`config.mk`:
```
export PLATFORM = sky130hd
export DESIGN_NAME = rca_seq_adder
export DESIGN_NICKNAME = d
export VERILOG_FILES = /design/src/rtl/rca_seq_pkg.sv /design/src/rtl/rca_seq_adder_rca4.sv /design/src/rtl/rca_seq_adder.sv
export SDC_FILE = /design/constraint.sdc
export NUM_CORES = 1
export LEC_CHECK = 0
export CAP_MARGIN = 15
export CELL_PAD_IN_SITES_DETAIL_PLACEMENT = 1
export CELL_PAD_IN_SITES_GLOBAL_PLACEMENT = 2
export CORE_ASPECT_RATIO = 0.9
export CORE_UTILIZATION = 25
export DETAILED_ROUTE_END_ITERATION = 7
export DONT_BUFFER_PORTS = 1
export HOLD_SLACK_MARGIN = 0.02
export PLACE_DENSITY_LB_ADDON = 0.05
export REMOVE_ABC_BUFFERS = 1
export SETUP_SLACK_MARGIN = 0.15
export SYNTH_ARGS = -nofsm -noshare
export SYNTH_HDL_FRONTEND = slang
export SYNTH_SLANG_ARGS = --single-unit
```
`constraint.sdc`:
```
create_clock -name clk -period 5 [get_ports clk]
set_clock_uncertainty 0.15 [all_clocks]
set_input_delay 1 -clock clk [delete_from_list [all_inputs] [get_ports clk]]
set_output_delay 1 -clock clk [all_outputs]
set_load 0.02 [all_outputs]
```
`src/rtl/rca_seq_pkg.sv`:
```
`default_nettype none
// ==========================================================================
// rca_seq_pkg: shared types and constants for the nibble-serial adder.
// Rev 1.0
// ==========================================================================
package rca_seq_pkg;

  localparam int SLICE_W = 4;

  typedef enum logic [1:0] {
    IDLE = 2'd0,
    RUN  = 2'd1,
    DONE = 2'd2
  } state_t;

  // One spare bit so the counter can hold NSLICE itself, including NSLICE=1.
  function automatic int cnt_width(input int nslice);
    return $clog2(nslice) + 1;
  endfunction

endpackage
`default_nettype wire

```
`src/rtl/rca_seq_adder_rca4.sv`:
```
`default_nettype none
// ==========================================================================
// rca_seq_adder_rca4: 4-bit ripple-carry slice shared by every nibble.
// Rev 1.0
// ==========================================================================
module rca_seq_adder_rca4 (
  input  logic [3:0] a,
  input  logic [3:0] b,
  input  logic       cin,
  output logic [3:0] s,
  output logic       cout
);

  logic [4:0] carry;

  assign carry[0] = cin;

  for (genvar i = 0; i < 4; i++) begin : g_bit
    assign s[i]       = a[i] ^ b[i] ^ carry[i];
    assign carry[i+1] = (a[i] & b[i]) | (carry[i] & (a[i] ^ b[i]));
  end

  assign cout = carry[4];

endmodule
`default_nettype wire

```
`src/rtl/rca_seq_adder.sv`:
```
`default_nettype none
// ==========================================================================
// rca_seq_adder: WIDTH-bit adder computed one nibble per cycle through a
// single shared RCA4 slice. Define RCA_SEQ_SUB_EN to add the SUB port.
// Rev 1.0
// ==========================================================================
module rca_seq_adder
  import rca_seq_pkg::*;
#(
  parameter int WIDTH = 16
) (
  input  logic             clk,
  input  logic             rst,
  input  logic             in_valid,
  output logic             in_ready,
  input  logic [WIDTH-1:0] a,
  input  logic [WIDTH-1:0] b,
  input  logic             cin,
`ifdef RCA_SEQ_SUB_EN
  input  logic             sub,
`endif
  output logic             out_valid,
  input  logic             out_ready,
  output logic [WIDTH-1:0] s,
  output logic             cout,
  output logic             ovf,
  output logic             busy
);

  localparam int NSLICE = WIDTH / SLICE_W;
  localparam int CNT_W  = cnt_width(NSLICE);

  if (WIDTH < SLICE_W || (WIDTH % SLICE_W) != 0) begin : g_width_check
    $error("rca_seq_adder: WIDTH must be a positive multiple of 4");
  end

  state_t             state_q, state_d;
  logic [WIDTH-1:0]   op_a, op_b, sum_q, sum_next;
  logic [CNT_W-1:0]   cnt;
  logic               carry_q, a_msb, b_msb;
  logic [WIDTH-1:0]   b_eff;
  logic               c_init;
  logic [SLICE_W-1:0] slice_s;
  logic               slice_cout;
  logic               last_slice;

`ifdef RCA_SEQ_SUB_EN
  assign b_eff  = sub ? ~b : b;
  assign c_init = sub ? 1'b1 : cin;
`else
  assign b_eff  = b;
  assign c_init = cin;
`endif

  assign last_slice = (cnt == CNT_W'(NSLICE - 1));

  always_ff @(posedge clk or posedge rst) begin
    if (rst) state_q <= IDLE;
    else     state_q <= state_d;
  end

  always_comb begin
    state_d = state_q;
    case (state_q)
      IDLE:    if (in_valid)   state_d = RUN;
      RUN:     if (last_slice) state_d = DONE;
      DONE:    if (out_ready)  state_d = IDLE;
      default: state_d = IDLE;
    endcase
  end

  rca_seq_adder_rca4 u_rca4 (
    .a    (op_a[SLICE_W-1:0]),
    .b    (op_b[SLICE_W-1:0]),
    .cin  (carry_q),
    .s    (slice_s),
    .cout (slice_cout)
  );

  // Each new nibble enters at the top so the LSB nibble lands at bit 0 last.
  if (NSLICE == 1) begin : g_single
    assign sum_next = slice_s;
  end else begin : g_multi
    assign sum_next = {slice_s, sum_q[WIDTH-1:SLICE_W]};
  end

  always_ff @(posedge clk or posedge rst) begin
    if (rst) begin
      op_a    <= '0;
      op_b    <= '0;
      sum_q   <= '0;
      carry_q <= 1'b0;
      a_msb   <= 1'b0;
      b_msb   <= 1'b0;
      cnt     <= '0;
    end else begin
      case (state_q)
        IDLE: if (in_valid) begin
          op_a    <= a;
          op_b    <= b_eff;
          carry_q <= c_init;
          a_msb   <= a[WIDTH-1];
          b_msb   <= b_eff[WIDTH-1];
          cnt     <= '0;
        end
        RUN: begin
          op_a    <= op_a >> SLICE_W;
          op_b    <= op_b >> SLICE_W;
          sum_q   <= sum_next;
          carry_q <= slice_cout;
          cnt     <= cnt + CNT_W'(1);
        end
        default: ;
      endcase
    end
  end

  assign in_ready  = (state_q == IDLE) & ~rst;
  assign out_valid = (state_q == DONE);
  assign busy      = (state_q != IDLE);
  assign s         = sum_q;
  assign cout      = carry_q;
  assign ovf       = (a_msb == b_msb) & (sum_q[WIDTH-1] != a_msb);

endmodule
`default_nettype wire
```
==> flow_summary.toml, run 1 <==
[route]
route.met3.wl_um = 340
post_dr_vias_cell = 4.94
wirelength_um = 6410
drt-initial-drc-count = 86
drtPass1Iterations = 6
met2WireLength_um = 3030
routedWlPerCell_um = 18.3
detail-route-antenna-nets = 0
topRoutingLayerUsed = "met4"
via_count = 1730
route.layer.met1.wl_um = 2970
drt_drc_violations_left = 4

[timing]
fin_setup_tns_ps = 0
slew_headroom_pct = 33.3
finalSetupViolations = 0
final_critical_path_required_period_ps = 3020
measured_slew_at_the_worst_slew_check_pin_ps = 997
setup_repair_after_global_routing_missed_its_margin = "no"
final.period_utilization_pct = 60.3
final-hold-violation-count = 0
fmaxAchievable_mhz = 331
maxSlewViolCount = 0

[power_and_ir_drop]
leakage_nw = 1.24
net_switching_power_of_the_design_mw = 0.860
share_clk_of_total_power_pct = 17.5
cellPowerDensity_mw_per_mm2 = 708
power.combinational.fraction_pct = 37.0
power_report.internal_total_mw = 1.24
register_share_of_total_power_pct = 45.5
ir_worst_vdd_uv = 195
p_sw_share_pct = 41.0
design_power_total_mw = 2.10

[placed_design]
place_inst = 342
gp_congestion = 0.655
numPortBuffers = 0
placement.cell_area_sq_mm = 0.00281
hpwlAfterDp_um = 4160

[cells_and_area]
layout_commonest_cell = "sky130_fd_sc_hd__dfrtp_1"
layout.cells.non_filler = 350
diodes = 0
drive_above_1_share_pct = 8.60
postLayoutCellArea_sq_mm = 0.00296
most_frequent_cells_in_the_layout = "54 x sky130_fd_sc_hd__dfrtp_1, 32 x sky130_fd_sc_hd__inv_1, 25 x sky130_fd_sc_hd__nor4b_1"
finish.utilization_pct = 28.4
final_net_count = 263
area_growth_pct = 8.48

[clocking]
cts-root-to-sink-buffers = 2
cts_resized = 0
cts.reportedPaths.clkPinSlew_ps = 70
cts_tree = "built"
clock_latency_ps = 290
postCtsSetupRepairBufs = 0
cts_root_buf = "sky130_fd_sc_hd__clkbuf_16"
depth_of_the_cts_h_tree = 2
cts_inserted_buffers = 5
holdBufCountCts = 0
cts.sink_count = 56

[worst_setup_path]
worstPathBufferInverterCount = 1
timing.critical_path.required_ps = 3850
cpLargestDelayFamily = "simple AND/OR/NAND/NOR gates"
worst-path-max-fanout = 29
crit_slowest_cell = "sky130_fd_sc_hd__dfrtp_2"
critical_path.startpoint = "state_q[0]"
reg2reg_from = "cout"
cp-start-kind = "flop"
cp_cell_sequence = "buf_4, or2_1, nor2_1"
cp_data_arrival_time_ps = 1870
timing_worst_setup_path_type = "reg2out"
setup.worst_path.end_class = "primary output"
cpPeakStageDelay_ps = 590

[grt]
grt_max_degree = 57
groute.usage.overall_pct = 12.4
grt_first_pass_wirelength_um = 10800
grt_antenna_before_repair = 0
first_global_vias = 2048
global_route.overflow_total = 0

[synthesis]
synth.ff_latch_count = 56
seq_area_frac_synth_pct = 51.4
mappedNetlistArea_sq_mm = 0.00273
synth_edf_count = 0
proportion_of_synthesized_flip_flops_having_asynchronous_set_or_reset_pct = 100
yosysUniqueCellTypes = 27
synth-warning-count = 0
postSynth.topFlopCell = "sky130_fd_sc_hd__dfrtp_1"
syn_area_per_cell_sq_um = 11.9
postSynthCellCount = 230

[die]
initial_util_pct = 26.2
fp.dieArea_sq_mm = 0.0113
rows = 35
die_x_um = 112
fp.dieH_um = 101
placeableCoreArea_sq_mm = 0.0104
io-pin-count = 58

[status]
failing_checks = "design-rule violations"
run_status = "finished with violations"

[hold_path]
min-delay-path-class = "reg2reg"
worst_hold_startpoint = "cnt[2]"

[flow_run]
max_cap_violations = 0
-- cell usage after synthesis, drive strengths merged, types with 2 or more instances --
master	count	area (sq um)
ha	2	25.0
nor4b	25	219
nor2b	2	12.5
inv	33	124
nor3b	23	184
a221oi	3	26.3
fa	4	80.1
clkbuf	10	37.5
a22o	10	87.6
buf	10	70.1
dfrtp	56	1400
nand2b	4	25.0
mux2	17	199
mux2i	2	20.0
a211oi	22	165
-- stage by stage --
stage / setup WS, ps / hold slack (ps)
global placement: 2310 / 327
global route: 1870 / 379
floorplan: 2230 / 306
detailed placement: 2290 / 338
CTS: 1960 / 360
finish: 1980 / 360
-- power groups by stage --
| stage | registers (mW) | clock network (mW) | logic [mW] |
|---|---|---|---|
| final | 0.953 | 0.367 | 0.776 |
| after CTS | 0.956 | 0.385 | 0.800 |
| after detailed placement | 0.965 | 0 | 0.794 |
| after global routing | 0.988 | 0.400 | 0.896 |
| after floorplan | 0.938 | 0 | 0.574 |
| after global placement | 0.953 | 0 | 0.761 |
-- registers in the layout, indices dropped and copies added, names as in the netlist --
signal   flops
op_a        16
cout         1
op_b        16
b_msb        1
s           16
state_q      2
a_msb        1
cnt          3
-- per-layer routing --
layer / up-vias / GRT usage [%]
met5: - / 0
met1: 888 / 15.3
met4: 0 / 3.90
met3: 6 / 4.03
li1: 797 / -
met2: 39 / 20.6
-- layout make-up --
class | instances | area (sq um)
clock buffers | 7 | 143
clock inverters | 1 | 7.51
fillers | 1165 | 7460
inverters | 33 | 124
multi-input cells | 121 | 1100
flip-flops and latches | 56 | 1400
well taps | 129 | 161
repair buffers | 3 | 22.5
-- cell families after synthesis --
family          Yosys count  synth area share, %
simple gates             57                 16.6
flops                    56                 51.4
compound gates           39                 11.6
mux                      19                 8.02
fa+ha+maj                 6                 3.85
buf+inv                  53                 8.48
-- path summary, 6_finish.rpt --
kind                                   end  slack [ps]  cells after the start
worst max-delay path              in_ready        1980                      3
max in group asynchronous       state_q[1]        3510                      2
min in group asynchronous         op_b[12]         650                      2
worst min-delay path                cnt[2]         360                      1
worst min register to register      cnt[2]         360                      1
worst max register to register       s[15]        2580                      8
No activity file was read; power rests on OpenSTA's default activity.
==> inputs of run 2 (changes only) <==
Clock period 5 ns to 2.6 ns, I/O delays scaled along.
==> run 2 against run 1 <==
Compared with the run above:
- routed wire length increased by 2.3%
- critical path type is now reg2reg
- global-route usage increased by 0.27 points
- register-to-register slack got worse by 2300 ps
- worst setup slack got worse by 1700 ps
- the flow still finishes with violations (design-rule violations)
- highest routed layer unchanged
- cell count increased by 2.3%
- combinational power increased by 110%
==> flow_summary.toml, run 2 (synthesis gave the netlist of run 1 again) <==
[clocking]
cts-root-to-sink-buffers = 2
cts_root_buf = "sky130_fd_sc_hd__clkbuf_16"
postCtsSetupRepairBufs = 0
cts.reportedPaths.clkPinSlew_ps = 70
cts_tree = "built"
clock_latency_ps = 300
depth_of_the_cts_h_tree = 2
cts.sink_count = 56
cts_inserted_buffers = 5

[route]
drt_drc_violations_left = 4
post_dr_vias_cell = 4.94
routedWlPerCell_um = 18.3
via_count = 1769
detail-route-antenna-nets = 0
drt-initial-drc-count = 46
drtPass1Iterations = 6
wirelength_um = 6560

[placed_design]
hpwlAfterDp_um = 4470
numPortBuffers = 0
placement.setup.worst_slack_ps = 255
gp_congestion = 0.753

[timing]
final_critical_path_required_period_ps = 2320
timing.final.ws_setup_ps = 282
measured_slew_at_the_worst_slew_check_pin_ps = 594
fmaxAchievable_mhz = 431
hold_slack_ps = 198
setup_repair_after_global_routing_missed_its_margin = "no"
slew_headroom_pct = 60.3
final-hold-violation-count = 0
final.period_utilization_pct = 89.2
finalSetupViolations = 0
maxSlewViolCount = 0

[die]
fp.dieH_um = 101
fp.dieArea_sq_mm = 0.0113
initial_util_pct = 26.2
die_x_um = 112
placeableCoreArea_sq_mm = 0.0104
io-pin-count = 58
rows = 35

[grt]
groute.usage.overall_pct = 12.6
grt_antenna_before_repair = 0
global_route.overflow_total = 0
first_global_vias = 2006
grt_max_degree = 56
grt_first_pass_wirelength_um = 10900

[cells_and_area]
area_growth_pct = 11.2
final.fill_count = 1146
final_net_count = 271
drive_above_1_share_pct = 11.8
diodes = 0
layout_commonest_cell = "sky130_fd_sc_hd__dfrtp_1"
most_frequent_cells_in_the_layout = "54 x sky130_fd_sc_hd__dfrtp_1, 32 x sky130_fd_sc_hd__inv_1, 25 x sky130_fd_sc_hd__nor4b_1"

[power_and_ir_drop]
power_report.internal_total_mw = 2.43
share_clk_of_total_power_pct = 16.9
cellPowerDensity_mw_per_mm2 = 1350
ir_worst_vdd_uv = 405
register_share_of_total_power_pct = 43.5
design_power_total_mw = 4.11
net_switching_power_of_the_design_mw = 1.67
power.combinational.fraction_pct = 39.5
leakage_nw = 1.29
p_sw_share_pct = 40.7

[worst_setup_path]
setup.worst_path.end_class = "flop"
timing_worst_setup_path_type = "reg2reg"
cp_data_arrival_time_ps = 2390
worst-path-max-fanout = 2
cp-start-kind = "flop"
timing.critical_path.required_ps = 2670

[status]
run_status = "finished with violations"
failing_checks = "design-rule violations"

[hold_path]
min-delay-path-class = "in2reg"

[flow_run]
max_cap_violations = 0
run 2: changes by cell type in the layout (fill, tap and decap cells not counted):
cell	change
sky130_fd_sc_hd__clkbuf_1	-1
sky130_fd_sc_hd__buf_12	+1
sky130_fd_sc_hd__buf_4	+6
sky130_fd_sc_hd__clkinvlp_4	-1
sky130_fd_sc_hd__dlygate4sd3_1	+1
sky130_fd_sc_hd__clkinv_2	+2
run 2: metrics by stage:
| step | setup TNS, ps | utilization, % | cell area [sq um] | instances |
|---|---|---|---|---|
| global placement | 0 | 27.6 | 2880 | 349 |
| CTS | 0 | 29.1 | 3030 | 358 |
| finish | 0 | 29.1 | 3030 | 358 |
| detailed placement | 0 | 27.6 | 2880 | 349 |
| global route | 0 | 29.1 | 3030 | 358 |
| floorplan | -1420 | - | 2620 | 210 |
run 2: routing by layer:
metal	up-vias	GRT usage (%)	wire length [um]
li1	820	-	-
met1	903	15.3	2930
met2	39	21.5	3200
met3	7	3.85	347
met4	0	4.31	89
met5	-	0	0
run 2: worst paths after layout:
kind,start,to,slack (ps),cells after the start
hold reg to reg,cnt[1],cnt[1],370,1
setup / recovery,cout,s[15],280,8
min in group asynchronous,rst,op_a[12],370,2
max in group asynchronous,rst,state_q[1],1430,3
setup reg to reg,cout,s[15],280,8
hold / removal,b[12],op_b[12],200,1
run 2: timing repair:
action,4_1_cts,5_1_grt
hold endpoints to repair,1,0
gates resized for setup,0,0
hold buffers,1,0
run 2: final cells by class:
type | instances | area, sq um | share of cell area [%]
flip-flops and latches | 56 | 1400 | 46.3
clock inverters | 2 | 10.0 | 0.330
well taps | 129 | 161 | 5.32
inverters | 33 | 124 | 4.08
repair buffers | 11 | 97.6 | 3.22
multi-input cells | 121 | 1100 | 36.2
clock buffers | 6 | 139 | 4.58
run 2: critical path: stages (launching register included):
cell                      delay (ps)
sky130_fd_sc_hd__dfrtp_1         400
sky130_fd_sc_hd__fa_1            430
sky130_fd_sc_hd__inv_1            80
sky130_fd_sc_hd__fa_1            160
sky130_fd_sc_hd__inv_1            50
sky130_fd_sc_hd__fa_1            360
sky130_fd_sc_hd__inv_1            70
sky130_fd_sc_hd__fa_1            410
sky130_fd_sc_hd__mux2i_1         130
run 2: power groups by stage:
| stage | sequential (mW) | combinational, mW | clock, mW |
|---|---|---|---|
| 4_1_cts | 1.79 | 1.67 | 0.732 |
| 3_5_place_dp | 1.81 | 1.66 | 0 |
| 3_3_place_gp | 1.79 | 1.59 | 0 |
| 5_1_grt | 1.86 | 1.85 | 0.761 |
| 2_1_floorplan | 1.80 | 1.10 | 0 |
| 6_report | 1.79 | 1.62 | 0.696 |
==> inputs of run 3 (changes only) <==
Settings changed: BUFFER_PORTS_ARGS from default to -buffer_cell sky130_fd_sc_hd__clkbuf_2, DONT_BUFFER_PORTS 1 to default, SYNTH_HIERARCHICAL from default to 1, TNS_END_PERCENT from default to 30.
==> run 3 against run 2 <==
Compared with the run above:
- the run still ends with design-rule violations left
- combinational power grew 28%
- highest routed layer unchanged
- sequential power shrank 12%
- critical endpoint is now s[15]
- critical path type unchanged
- maximum frequency grew 1.3%
- sequential cell count is the same
- register-to-register slack gained 30 ps
- clock power shrank 3%
==> flow_summary.toml, run 3 <==
[status]
run_status = "finished with violations"
failing_checks = "design-rule violations"

[power_and_ir_drop]
ir_worst_vdd_uv = 350
leakage_nw = 1.58
design_power_total_mw = 4.32
cellPowerDensity_mw_per_mm2 = 1320

[worst_setup_path]
cpLargestDelayFamily = "adder cells"
cp_data_arrival_time_ps = 2320
timing_worst_setup_path_type = "reg2reg"
setup.worst_path.end_class = "flop"
worst-path-max-fanout = 3
cpPeakStageDelay_ps = 470
critical_path_depth = 9
worst-r2r-cell-count = 9
timing.critical_path.required_ps = 2630
crit_slowest_cell = "sky130_fd_sc_hd__fa_1"
cp_cell_sequence = "fa_1, inv_1, fa_1, inv_1, fa_2, inv_2, fa_1, inv_1, mux2_2"
worstPathBufferInverterCount = 4
reg2reg_slack_ps = 310
cp-start-kind = "flop"

[clocking]
cts-root-to-sink-buffers = 2
cts_root_buf = "sky130_fd_sc_hd__clkbuf_16"
cts_inserted_buffers = 5
cts_tree = "built"
cts.sink_count = 56
clock_latency_ps = 300
cts.reportedPaths.clkPinSlew_ps = 80
postCtsSetupRepairBufs = 0
depth_of_the_cts_h_tree = 2

[route]
wirelength_um = 6740
route.layer.met1.wl_um = 3330
topRoutingLayerUsed = "met4"
via_count = 1958
drt-initial-drc-count = 103
post_dr_vias_cell = 4.68
route.met3.wl_um = 266
drt_drc_violations_left = 5
detail-route-antenna-nets = 0
routedWlPerCell_um = 16.1
drtPass1Iterations = 6
met2WireLength_um = 3100

[placed_design]
placement.setup.worst_slack_ps = 252
numPortBuffers = 57
gp_congestion = 0.660
hpwlAfterDp_um = 4690

[hold_path]
min-delay-path-class = "in2async"

[synthesis]
syn_area_per_cell_sq_um = 11.7
synth_most_common_cell = "sky130_fd_sc_hd__dfrtp_1"
yosys.area_share.xor_xnor_pct = 0
main_combinational_cell_family_by_area_after_synthesis = "compound AO/OA/AOI/OAI gates"
synth_top_area_share_pct = 51.3
synth-simple-area-share_pct = 12.4
synth_top_area_cell = "sky130_fd_sc_hd__dfrtp_1"
postSynthCellCount = 233
proportion_of_synthesized_flip_flops_having_asynchronous_set_or_reset_pct = 100
postSynth.topFlopCell = "sky130_fd_sc_hd__dfrtp_1"
synth_cell_count_leaders = "56 x sky130_fd_sc_hd__dfrtp_1, 41 x sky130_fd_sc_hd__inv_1, 15 x sky130_fd_sc_hd__nor2b_1"
synth_area_leaders = "sky130_fd_sc_hd__dfrtp_1 51%, sky130_fd_sc_hd__mux2_2 5.8%, sky130_fd_sc_hd__inv_1 5.6%"
synth.ff_latch_count = 56
yosysUniqueCellTypes = 31
synth_mux_area_share_pct = 8.34
synth_fa_ha_area_share_pct = 3.85
synth_edf_count = 0
synth_compound_gate_area_share_pct = 13.7
synth-warning-count = 6
mappedNetlistArea_sq_mm = 0.00273
seq_area_frac_synth_pct = 51.3

[die]
initial_util_pct = 26.2
io-pin-count = 58
rows = 35
fp.dieH_um = 101
fp.dieArea_sq_mm = 0.0113
die_x_um = 112
placeableCoreArea_sq_mm = 0.0104

[cells_and_area]
layout_commonest_cell = "sky130_fd_sc_hd__clkbuf_2"
most_frequent_cells_in_the_layout = "57 x sky130_fd_sc_hd__clkbuf_2, 56 x sky130_fd_sc_hd__dfrtp_1, 39 x sky130_fd_sc_hd__inv_1"
drive_above_1_share_pct = 35.3
final_net_count = 332
area_growth_pct = 20.2
diodes = 0

[flow_run]
max_cap_violations = 0

[timing]
final_critical_path_required_period_ps = 2290
maxSlewViolCount = 0
hold_slack_ps = 129
slew_headroom_pct = 67.8
fmaxAchievable_mhz = 437
timing.final.ws_setup_ps = 311
setup_repair_after_global_routing_missed_its_margin = "no"
fin_setup_tns_ps = 0
final.period_utilization_pct = 88.0
measured_slew_at_the_worst_slew_check_pin_ps = 484
final-hold-violation-count = 0
finalSetupViolations = 0

[grt]
global_route.overflow_total = 0
grt_first_pass_wirelength_um = 11500
grt_antenna_before_repair = 0
groute.usage.overall_pct = 13.1
first_global_vias = 2148
grt_max_degree = 57
## run 3: cell count changes after synthesis, moves of 4 or more
cell,delta
sky130_fd_sc_hd__a211oi_1,-22
sky130_fd_sc_hd__mux2_1,-14
sky130_fd_sc_hd__clkbuf_1,-5
sky130_fd_sc_hd__nor3b_1,-22
sky130_fd_sc_hd__buf_6,+4
sky130_fd_sc_hd__nor2_1,+10
sky130_fd_sc_hd__nor4b_1,-15
sky130_fd_sc_hd__inv_1,+8
sky130_fd_sc_hd__mux2_2,+13
sky130_fd_sc_hd__a222oi_1,+14
sky130_fd_sc_hd__a221oi_1,+7
sky130_fd_sc_hd__nor2b_1,+13
## run 3: per-layer routing
layer,vias up,global-route usage (%)
met5,-,0
met4,0,3.08
met3,4,3.11
met2,41,21.5
met1,990,17.7
li1,923,-
## run 3: worst paths after layout
path                        start    endpoint
max reg2reg                  cout       s[15]
max                          cout       s[15]
min                           rst  state_q[1]
min in group clk            a[13]    op_a[13]
max in group asynchronous     rst    op_b[10]
min reg2reg                cnt[0]      cnt[0]
## run 3: logic make-up (layout without fill, tap and decap cells)
kind of cell / Yosys count / in the layout
buffers and inverters: 60 / 116
flip-flops: 56 / 56
AND/OR/NAND/NOR: 52 / 52
AO/OA/AOI/OAI: 40 / 40
multiplexers: 19 / 19
adder cells (fa/ha/maj): 6 / 6
## run 3: metrics by stage
step / util, % / cells / cell area (sq um)
2_1_floorplan: - / 214 / 2600
6_report: 31.5 / 418 / 3280
3_5_place_dp: 30.1 / 411 / 3140
5_1_grt: 31.5 / 418 / 3280
3_3_place_gp: 30.1 / 411 / 3140
4_1_cts: 31.5 / 418 / 3280
## run 3: what timing repair did
action	4_1_cts	5_1_grt
resized for setup	0	2
endpoints found under the setup margin	0	1
hold endpoints to repair	0	0
hold buffers	0	0
## run 3: layout make-up
cell class / instances / area, sq um
Clock buffer: 5 / 125
Inverter: 41 / 154
Clock inverter: 2 / 12.5
Tap cell: 129 / 161
Sequential cell: 56 / 1400
Timing Repair Buffer: 68 / 380
Fill cell: 1177 / 7140
Multi-Input combinational cell: 117 / 1050
## run 3: power breakdown
part | total [mW] | switching [mW] | internal, mW
Clock | 0.677 | 0.325 | 0.352
Combinational | 2.07 | 1.11 | 0.951
Sequential | 1.58 | 0.271 | 1.31
Total | 4.32 | 1.71 | 2.61
## run 3: tightest hold or removal path: cells and delay by family
family                 cells  cell delay (ps)
buffers and inverters      3              450
